$ cat src/rtl/output_port_stage.sv
// Purpose : one router output port. Registers the crossbar flit onto the link,
//           keeps a per-VC count of downstream credits and runs a per-VC ownership FSM.
// Latency : 1 cycle from valid_i/data_i to valid_o/data_o.
// Backpressure: none on the flit path. Upstream allocators throttle through
//           has_credit_o and is_allocatable_o. Misuse only raises the sticky error flags.
// Ports   : clk, rst (sync, active-low); valid_i/data_i = flit from crossbar;
//           credit_valid_i/credit_vc_i = credit returned by downstream;
//           valid_o/data_o = link flit; has_credit_o/is_allocatable_o = per-VC
//           status to the SA/VA; credit_err_o/protocol_err_o = sticky errors.

package noc_pkg;
  localparam int VC_NUM  = 2;
  localparam int VC_SIZE = $clog2(VC_NUM);

  typedef logic [VC_SIZE-1:0] vc_id_t;

  typedef enum logic [1:0] {
    HEAD     = 2'd0,
    BODY     = 2'd1,
    TAIL     = 2'd2,
    HEADTAIL = 2'd3
  } flit_label_t;

  typedef struct packed {
    flit_label_t flit_label;
    vc_id_t      vc_id;
    logic [15:0] payload;
  } flit_t;
endpackage

module output_port_stage
  import noc_pkg::*;
#(
  parameter int VC_NUM      = noc_pkg::VC_NUM,
  parameter int BUFFER_SIZE = 8,
  parameter int VC_SIZE     = $clog2(VC_NUM),
  parameter int CNT_W       = $clog2(BUFFER_SIZE + 1)
) (
  input  logic                clk,
  input  logic                rst,
  input  logic                valid_i,
  input  flit_t               data_i,
  input  logic                credit_valid_i,
  input  logic [VC_SIZE-1:0]  credit_vc_i,
  output logic                valid_o,
  output flit_t               data_o,
  output logic [VC_NUM-1:0]   has_credit_o,
  output logic [VC_NUM-1:0]   is_allocatable_o,
  output logic                credit_err_o,
  output logic                protocol_err_o
);

  typedef enum logic [1:0] {
    IDLE   = 2'd0,
    ACTIVE = 2'd1,
    DRAIN  = 2'd2
  } vc_state_t;

  localparam logic [CNT_W-1:0] CNT_MAX = CNT_W'(BUFFER_SIZE);

  logic [CNT_W-1:0] cnt      [VC_NUM];
  logic [CNT_W-1:0] cnt_nxt  [VC_NUM];
  vc_state_t        state    [VC_NUM];
  vc_state_t        state_nxt[VC_NUM];
  logic [VC_NUM-1:0] acc;
  logic [VC_NUM-1:0] ret;
  logic              cerr_set;
  logic              perr_set;

  // Per-VC decode of this cycle's flit accept and credit return.
  always_comb begin
    acc = '0;
    ret = '0;
    for (int v = 0; v < VC_NUM; v++) begin
      acc[v] = valid_i && (data_i.vc_id == vc_id_t'(v));
      ret[v] = credit_valid_i && (credit_vc_i == VC_SIZE'(v));
    end
  end

  // Counter and ownership next-state logic.
  always_comb begin
    cerr_set = 1'b0;
    perr_set = 1'b0;
    for (int v = 0; v < VC_NUM; v++) begin
      cnt_nxt[v]   = cnt[v];
      state_nxt[v] = state[v];

      // Accept and return on the same VC cancel out.
      if (acc[v] && !ret[v]) begin
        if (cnt[v] == '0) cerr_set = 1'b1;
        else              cnt_nxt[v] = cnt[v] - CNT_W'(1);
      end else if (ret[v] && !acc[v]) begin
        if (cnt[v] == CNT_MAX) cerr_set = 1'b1;
        else                   cnt_nxt[v] = cnt[v] + CNT_W'(1);
      end

      case (state[v])
        IDLE: begin
          if (acc[v]) begin
            case (data_i.flit_label)
              HEAD:     state_nxt[v] = ACTIVE;
              HEADTAIL: state_nxt[v] = DRAIN;
              default:  perr_set = 1'b1;
            endcase
          end
        end
        ACTIVE: begin
          if (acc[v]) begin
            case (data_i.flit_label)
              BODY:    state_nxt[v] = ACTIVE;
              TAIL:    state_nxt[v] = DRAIN;
              default: perr_set = 1'b1;
            endcase
          end
        end
        DRAIN: begin
          if (acc[v]) perr_set = 1'b1;
        end
        default: state_nxt[v] = IDLE;
      endcase

      // Release as soon as the downstream buffer will be empty. Checking the
      // next-state value covers the tail cycle itself, so a packet whose last
      // credit comes back alongside its tail never lingers in DRAIN.
      if (state_nxt[v] == DRAIN && cnt_nxt[v] == CNT_MAX) state_nxt[v] = IDLE;
    end
  end

  always_ff @(posedge clk) begin
    if (!rst) begin
      valid_o        <= 1'b0;
      data_o         <= '0;
      credit_err_o   <= 1'b0;
      protocol_err_o <= 1'b0;
      for (int v = 0; v < VC_NUM; v++) begin
        cnt[v]   <= CNT_MAX;
        state[v] <= IDLE;
      end
    end else begin
      valid_o <= valid_i;
      if (valid_i) data_o <= data_i;
      if (cerr_set) credit_err_o   <= 1'b1;
      if (perr_set) protocol_err_o <= 1'b1;
      for (int v = 0; v < VC_NUM; v++) begin
        cnt[v]   <= cnt_nxt[v];
        state[v] <= state_nxt[v];
      end
    end
  end

  // Status decoded from registered state only.
  always_comb begin
    has_credit_o     = '0;
    is_allocatable_o = '0;
    for (int v = 0; v < VC_NUM; v++) begin
      has_credit_o[v]     = (cnt[v] != '0);
      is_allocatable_o[v] = (state[v] == IDLE);
    end
  end

endmodule

$ cat config.mk
export PLATFORM = sky130hd
export DESIGN_NAME = output_port_stage
export DESIGN_NICKNAME = d
export VERILOG_FILES = /design/src/rtl/output_port_stage.sv
export SDC_FILE = /design/constraint.sdc
export NUM_CORES = 1
export LEC_CHECK = 0
export BUFFER_PORTS_ARGS = -buffer_cell sky130_fd_sc_hd__buf_2
export CORE_MARGIN = 4
export CORE_UTILIZATION = 56
export DETAILED_ROUTE_END_ITERATION = 12
export PLACE_DENSITY_LB_ADDON = 0.1
export SETUP_SLACK_MARGIN = 0.5
export SLEW_MARGIN = 5
export SYNTH_ARGS = -nofsm -noshare
export SYNTH_HDL_FRONTEND = slang
export SYNTH_SLANG_ARGS = --single-unit
$ cat constraint.sdc
create_clock -name clk -period 4.74 [get_ports clk]
set_input_delay 0.237 -clock clk [delete_from_list [all_inputs] [get_ports clk]]
set_output_delay 0.237 -clock clk [all_outputs]
set_load 0.05 [all_outputs]
==> Yosys cells after proc, flatten, opt, wreduce, memory -nomap -nowiden <==
Memories as Yosys holds them, arrays and structs flattened.
Cells that the tools add are included.
{ "word_totals": {"register_bits": 22, "latchBits": 0, "ramBits": 12, "romBits": 0, "input_bits": 24, "out_inout_bits": 26, "memories": 2} }
{ "classes": {"add_sub_neg": 4, "multipliers": 0, "div": 0, "order_cmp": 0, "eq_ne": 13, "shift": 0, "n_mux": 46, "bitwise_logic": 6, "reduce_logical": 23} }
{ "mem_list": {"columns": ["name", "depth", "width", "read_ports", "rd_clocked_by_memory_dff", "wr", "line_no", "rtl"], "rows": [
  ["cnt", 2, 4, 2, 0, 2, "61", "logic [CNT_W-1:0] cnt [VC_NUM];"],
  ["state", 2, 2, 2, 0, 2, "63", "vc_state_t state [VC_NUM];"]
]} }
{ "ops": {"columns": ["cell", "count"], "rows": [
  ["$mux 4", 10],
  ["$mux 1", 20],
  ["$eq 4x4->1 const B", 4],
  ["$mux 2", 8],
  ["$pmux 2 s2", 4],
  ["$eq 2x2->1 const B", 6],
  ["$pmux 2 s3", 2],
  ["$logic_and 1x1->1", 10],
  ["$add 4x1->4 const B", 2],
  ["$logic_not 4->1", 2],
  ["$reduce_bool 4->1", 2],
  ["$sub 4x1->4 const B", 2],
  ["$eq 2x1->1 const B", 3],
  ["$logic_not 2->1", 3],
  ["$pmux 1 s3", 2],
  ["$logic_not 1->1", 4],
  ["$or 1x1->1", 4],
  ["$reduce_or 2->1", 2],
  ["$not 1->1", 2]
]} }

==> Longest topological paths before layout <==
{ "depth": {"ltp_word": 10, "depth_mapped": 7} }

==> Worst setup path after synthesis <==
Ideal clock, no wire load.
{ "synth_timing": {"path_type": "reg2reg", "from": "mem cnt[0][4] (netlist name)", "to": "mem state[0][3] (netlist name)", "setup_ns": 0.132, "arrival_ns": 1.776, "required_time_ns": 4.608, "slack_ns": 2.832, "path_stages_with_launch": 8, "path_buffers": 0, "path_cell_list": "dfxtp_1 -> inv_1 -> ha_1 -> or3b_4 -> nand3_1 -> and3_2 -> a2111oi_0 -> a31oi_1"} }
{ "synth_rtl": {"columns": ["element", "line_no"], "rows": [
  ["start, declared", "61"],
  ["end, declared", "63"]
]} }

==> out/summary.md <==
The run finished with clean final reports. For the data arrival time of the critical path, the log shows 2.26 ns. The tools report the number of setup buffers added after CTS as 0.

Final critical delay including setup and external delays: 2.03 ns. After floorplanning, the core was divided into 20 placement rows. The number of antenna violations at the first check in global routing is 0, and the width of the die is 65.0 microns. The starting density of the core was 0.591. Uppermost metal layer occupied by signal nets: met4. After clock tree synthesis, the clock-pin slew on the worst setup and hold paths is 0.11 ns. The number of synthesized register bits is 34, and the number of vias after detailed routing is 1,617. The setup slack after placement was 2.57 ns; the number of nets in the layout was 285. Mapped cell area: 1820 sq um.

The area growth from synthesis to layout is 15.8%. The H-tree was split into 2 levels. The number of antenna diodes in the final layout is 0. The most used flip-flop cell after synthesis is sky130_fd_sc_hd__dfxtp_1.

For this block, the initial DRC count from the detailed router was 159. The root buffer cell chosen for the clock tree is sky130_fd_sc_hd__clkbuf_4. The clock insertion delay at the later pin of the skew report came out at 0.34 ns.

Setup violations remaining at the end of the flow were counted as 0. For the clock tree buffer depth, the log shows 2. The logs give 241 for the number of nets produced by synthesis and 0.200 for the all-layer global routing usage. Counting every sink on the clock net gives 34. Distinct cell type count after synthesis: 44. For this design, the CTS-stage hold fixing added 0 buffers. The die covers 4220 sq um. The average cell area after synthesis came out at 8.70 sq um. The congestion estimate from routability-driven global placement came to 0.865.

Maximum fanout along the worst path: 6. Cell taking the most area after synthesis: sky130_fd_sc_hd__dfxtp_1. Summing all multi-input logic gate instances after layout gives 1030 sq um.

Across the run, the number of max-cap violations was 0. Global routing finished with a remaining overflow of 0. The number of gates resized after CTS was 0. The tightest min-delay check is of the in -> reg type. The fraction of layout cells with a size suffix above 1 was 0.256. The leakage power summed over all cells came out at 0.991 nW. The maximum operating frequency was 0.492 GHz.

In the post-route analysis, the smallest setup slack over all paths is 2.71 ns. The run gives 307 microns as the detailed-routed wire length on met3. Detailed routing placed a total of 1820 microns of wire on met2. The relative max-transition margin was 0.520.

The first-pass iteration count of the detailed router is 4, and the number of ports placed on the die boundary is 50. The tools report the nature of the critical path endpoint as a flip-flop. The fraction of the cycle the final worst path needs was 0.429; the average routed wire per standard cell was 13.0 microns. In the final routing, the length of wire on met1 measures 1680 microns. The maximum number of pins on one net before global-route repair was 26; the total count of hold-check failures in the final report was 0.

The floorplan step set the die height to 65.0 microns. Across the VDD grid, the largest voltage drop is 224 uV. Adding up every negative setup slack in the final design gives 0 ns.

Total power per unit cell area: 328 nW/um^2. The total of fill cells in the finished design is 269, and the TritonCTS buffer count is 5. The number of global-route vias before repair is 1,616, and the fraction of synthesized cell area taken by the top area cell type is 0.374. After detailed routing, the number of remaining DRC violations is 0.

The logs give 0 for the number of nets with antenna violations after detailed routing and 3080 sq um for the placeable core region. Sequential element share of the synthesized area: 0.374. The category of the most critical setup path was reg -> reg. Yosys printed 0 warnings. Wires add up to 3860 microns.

The placed instances occupy a cell area of 2040 sq um. The tools report the final-report max-slew violation count as 0. The final worst clock skew was 0.00972 ns; the detailed-route vias per instance was 5.43.

TritonCTS built the clock tree. At the worst endpoint, the required time is 4.97 ns. The final instance area is 2100 sq um, and the share of flip-flops with an asynchronous set or reset is 0.

The HPWL reported at the end of detailed placement is 2850 microns, and the number of standard cells after synthesis is 209. The count of input and output buffers came out at 49. Setup repair after global routing left no endpoint under its margin. The transition time at the pin with the least slew margin was 0.719 ns; the first-pass GRT wire length was 6670 microns. The launching element type of the critical path is a flip-flop.

The number of flops mapped to enable cells by yosys was 0. In the post-synthesis netlist, the biggest area contributors are sky130_fd_sc_hd__dfxtp_1 (37%), sky130_fd_sc_hd__mux2i_1 (9.9%), sky130_fd_sc_hd__nor2_1 (5.8%). The area of all sequential standard cells is 681 sq um.
-- synthesized netlist by cell type (2+ instances only) --
master,n
sky130_fd_sc_hd__dfxtp_1,34
sky130_fd_sc_hd__nor2_1,28
sky130_fd_sc_hd__mux2i_1,18
sky130_fd_sc_hd__a21oi_1,15
sky130_fd_sc_hd__nand3_1,13
sky130_fd_sc_hd__inv_1,9
sky130_fd_sc_hd__ha_1,8
sky130_fd_sc_hd__nand2_1,8
sky130_fd_sc_hd__nor3_1,7
sky130_fd_sc_hd__o21ai_0,6
sky130_fd_sc_hd__and2_1,5
sky130_fd_sc_hd__clkbuf_1,5
sky130_fd_sc_hd__and3_1,3
sky130_fd_sc_hd__buf_4,3
sky130_fd_sc_hd__nand2b_1,3
sky130_fd_sc_hd__nand4b_1,3
sky130_fd_sc_hd__nor2b_1,3
sky130_fd_sc_hd__or3_1,3
sky130_fd_sc_hd__and3_2,2
sky130_fd_sc_hd__buf_2,2
sky130_fd_sc_hd__buf_6,2
sky130_fd_sc_hd__nand3b_1,2
sky130_fd_sc_hd__nor3b_1,2
sky130_fd_sc_hd__nor3b_2,2
sky130_fd_sc_hd__o22ai_1,2
sky130_fd_sc_hd__o31a_1,2
sky130_fd_sc_hd__o31ai_1,2
-- path summary, 6_finish.rpt --
path | from | end | slack (ns) | depth (start not counted)
setup / recovery | cnt[0][4] | state[0][3] | 2.71 | 7
hold / removal | data_i[7] | data_o[7] | 0.14 | 3
setup reg to reg | cnt[0][4] | state[0][3] | 2.71 | 7
hold reg to reg | protocol_err_o | protocol_err_o | 0.47 | 2
-- per-layer routing --
| layer | track usage | vias up |
|---|---|---|
| met2 | 0.330 | 51 |
| met5 | 0 | - |
| met1 | 0.232 | 732 |
| li1 | - | 827 |
| met3 | 0.0763 | 7 |
| met4 | 0.0844 | 0 |
-- layout make-up --
| class | count | area share |
|---|---|---|
| clock buffer | 7 | 0.0262 |
| clock inverter | 1 | 0.00238 |
| inverter | 9 | 0.0161 |
| multi-input combinational | 154 | 0.489 |
| sequential | 34 | 0.323 |
| tap | 44 | 0.0262 |
| timing repair buffer | 49 | 0.117 |
-- report_power, final --
part	internal (mW)	switching [mW]	total, mW
Sequential	0.307	0.0207	0.328
Clock	0.0718	0.0960	0.168
Combinational	0.0714	0.124	0.196
-- logic make-up (layout without fill, tap and decap cells) --
| logic type | count (synthesis) | count (layout) | share of synthesized area |
|---|---|---|---|
| AO/OA/AOI/OAI | 37 | 37 | 0.129 |
| XOR/XNOR | 1 | 1 | 0.00482 |
| adder cells (fa/ha/maj) | 8 | 8 | 0.0551 |
| buffers and inverters | 21 | 66 | 0.0592 |
| flip-flops | 34 | 34 | 0.374 |
| multiplexers | 19 | 19 | 0.105 |
| AND/OR/NAND/NOR | 89 | 89 | 0.273 |
-- worst max-delay path, stage by stage (launching register included) --
cell and delay, ns:
sky130_fd_sc_hd__dfxtp_1 0.43, sky130_fd_sc_hd__inv_1 0.07, sky130_fd_sc_hd__ha_1 0.27, sky130_fd_sc_hd__or3b_4 0.27, sky130_fd_sc_hd__nand3_1 0.11, sky130_fd_sc_hd__and3_2 0.24
sky130_fd_sc_hd__a2111oi_0 0.41, sky130_fd_sc_hd__a31oi_1 0.13
-- layout by cell type, fill, tap and decap left out, types with 3 or more instances in the layout --
| cell type | instances |
|---|---|
| sky130_fd_sc_hd__buf_2 | 49 |
| sky130_fd_sc_hd__dfxtp_1 | 34 |
| sky130_fd_sc_hd__nor2_1 | 28 |
| sky130_fd_sc_hd__mux2i_1 | 18 |
| sky130_fd_sc_hd__a21oi_1 | 15 |
| sky130_fd_sc_hd__nand3_1 | 13 |
| sky130_fd_sc_hd__inv_1 | 9 |
| sky130_fd_sc_hd__nand2_1 | 8 |
| sky130_fd_sc_hd__ha_1 | 8 |
| sky130_fd_sc_hd__nor3_1 | 7 |
| sky130_fd_sc_hd__o21ai_0 | 6 |
| sky130_fd_sc_hd__and2_1 | 5 |
| sky130_fd_sc_hd__clkbuf_4 | 5 |
| sky130_fd_sc_hd__nand2b_1 | 3 |
| sky130_fd_sc_hd__nor2b_1 | 3 |
| sky130_fd_sc_hd__or3_1 | 3 |
| sky130_fd_sc_hd__and3_1 | 3 |
| sky130_fd_sc_hd__nand4b_1 | 3 |
-- metrics by stage --
step                      hold slack (ns)   util  power [mW]  cells
after global routing                0.144  0.684       0.729    298
final                               0.138  0.684       0.691    298
after detailed placement            0.451  0.664       0.529    290
after CTS                           0.136  0.684       0.695    298
after global placement              0.451  0.664       0.528    290
after floorplan                     0.384      -       0.486    209
-- state kept, by name (all words and copies together), names as in the netlist --
signal          count
protocol_err_o      1
cnt                 8
data_o             19
valid_o             1
state               4
credit_err_o        1
Power figures use the tool's default switching activity.
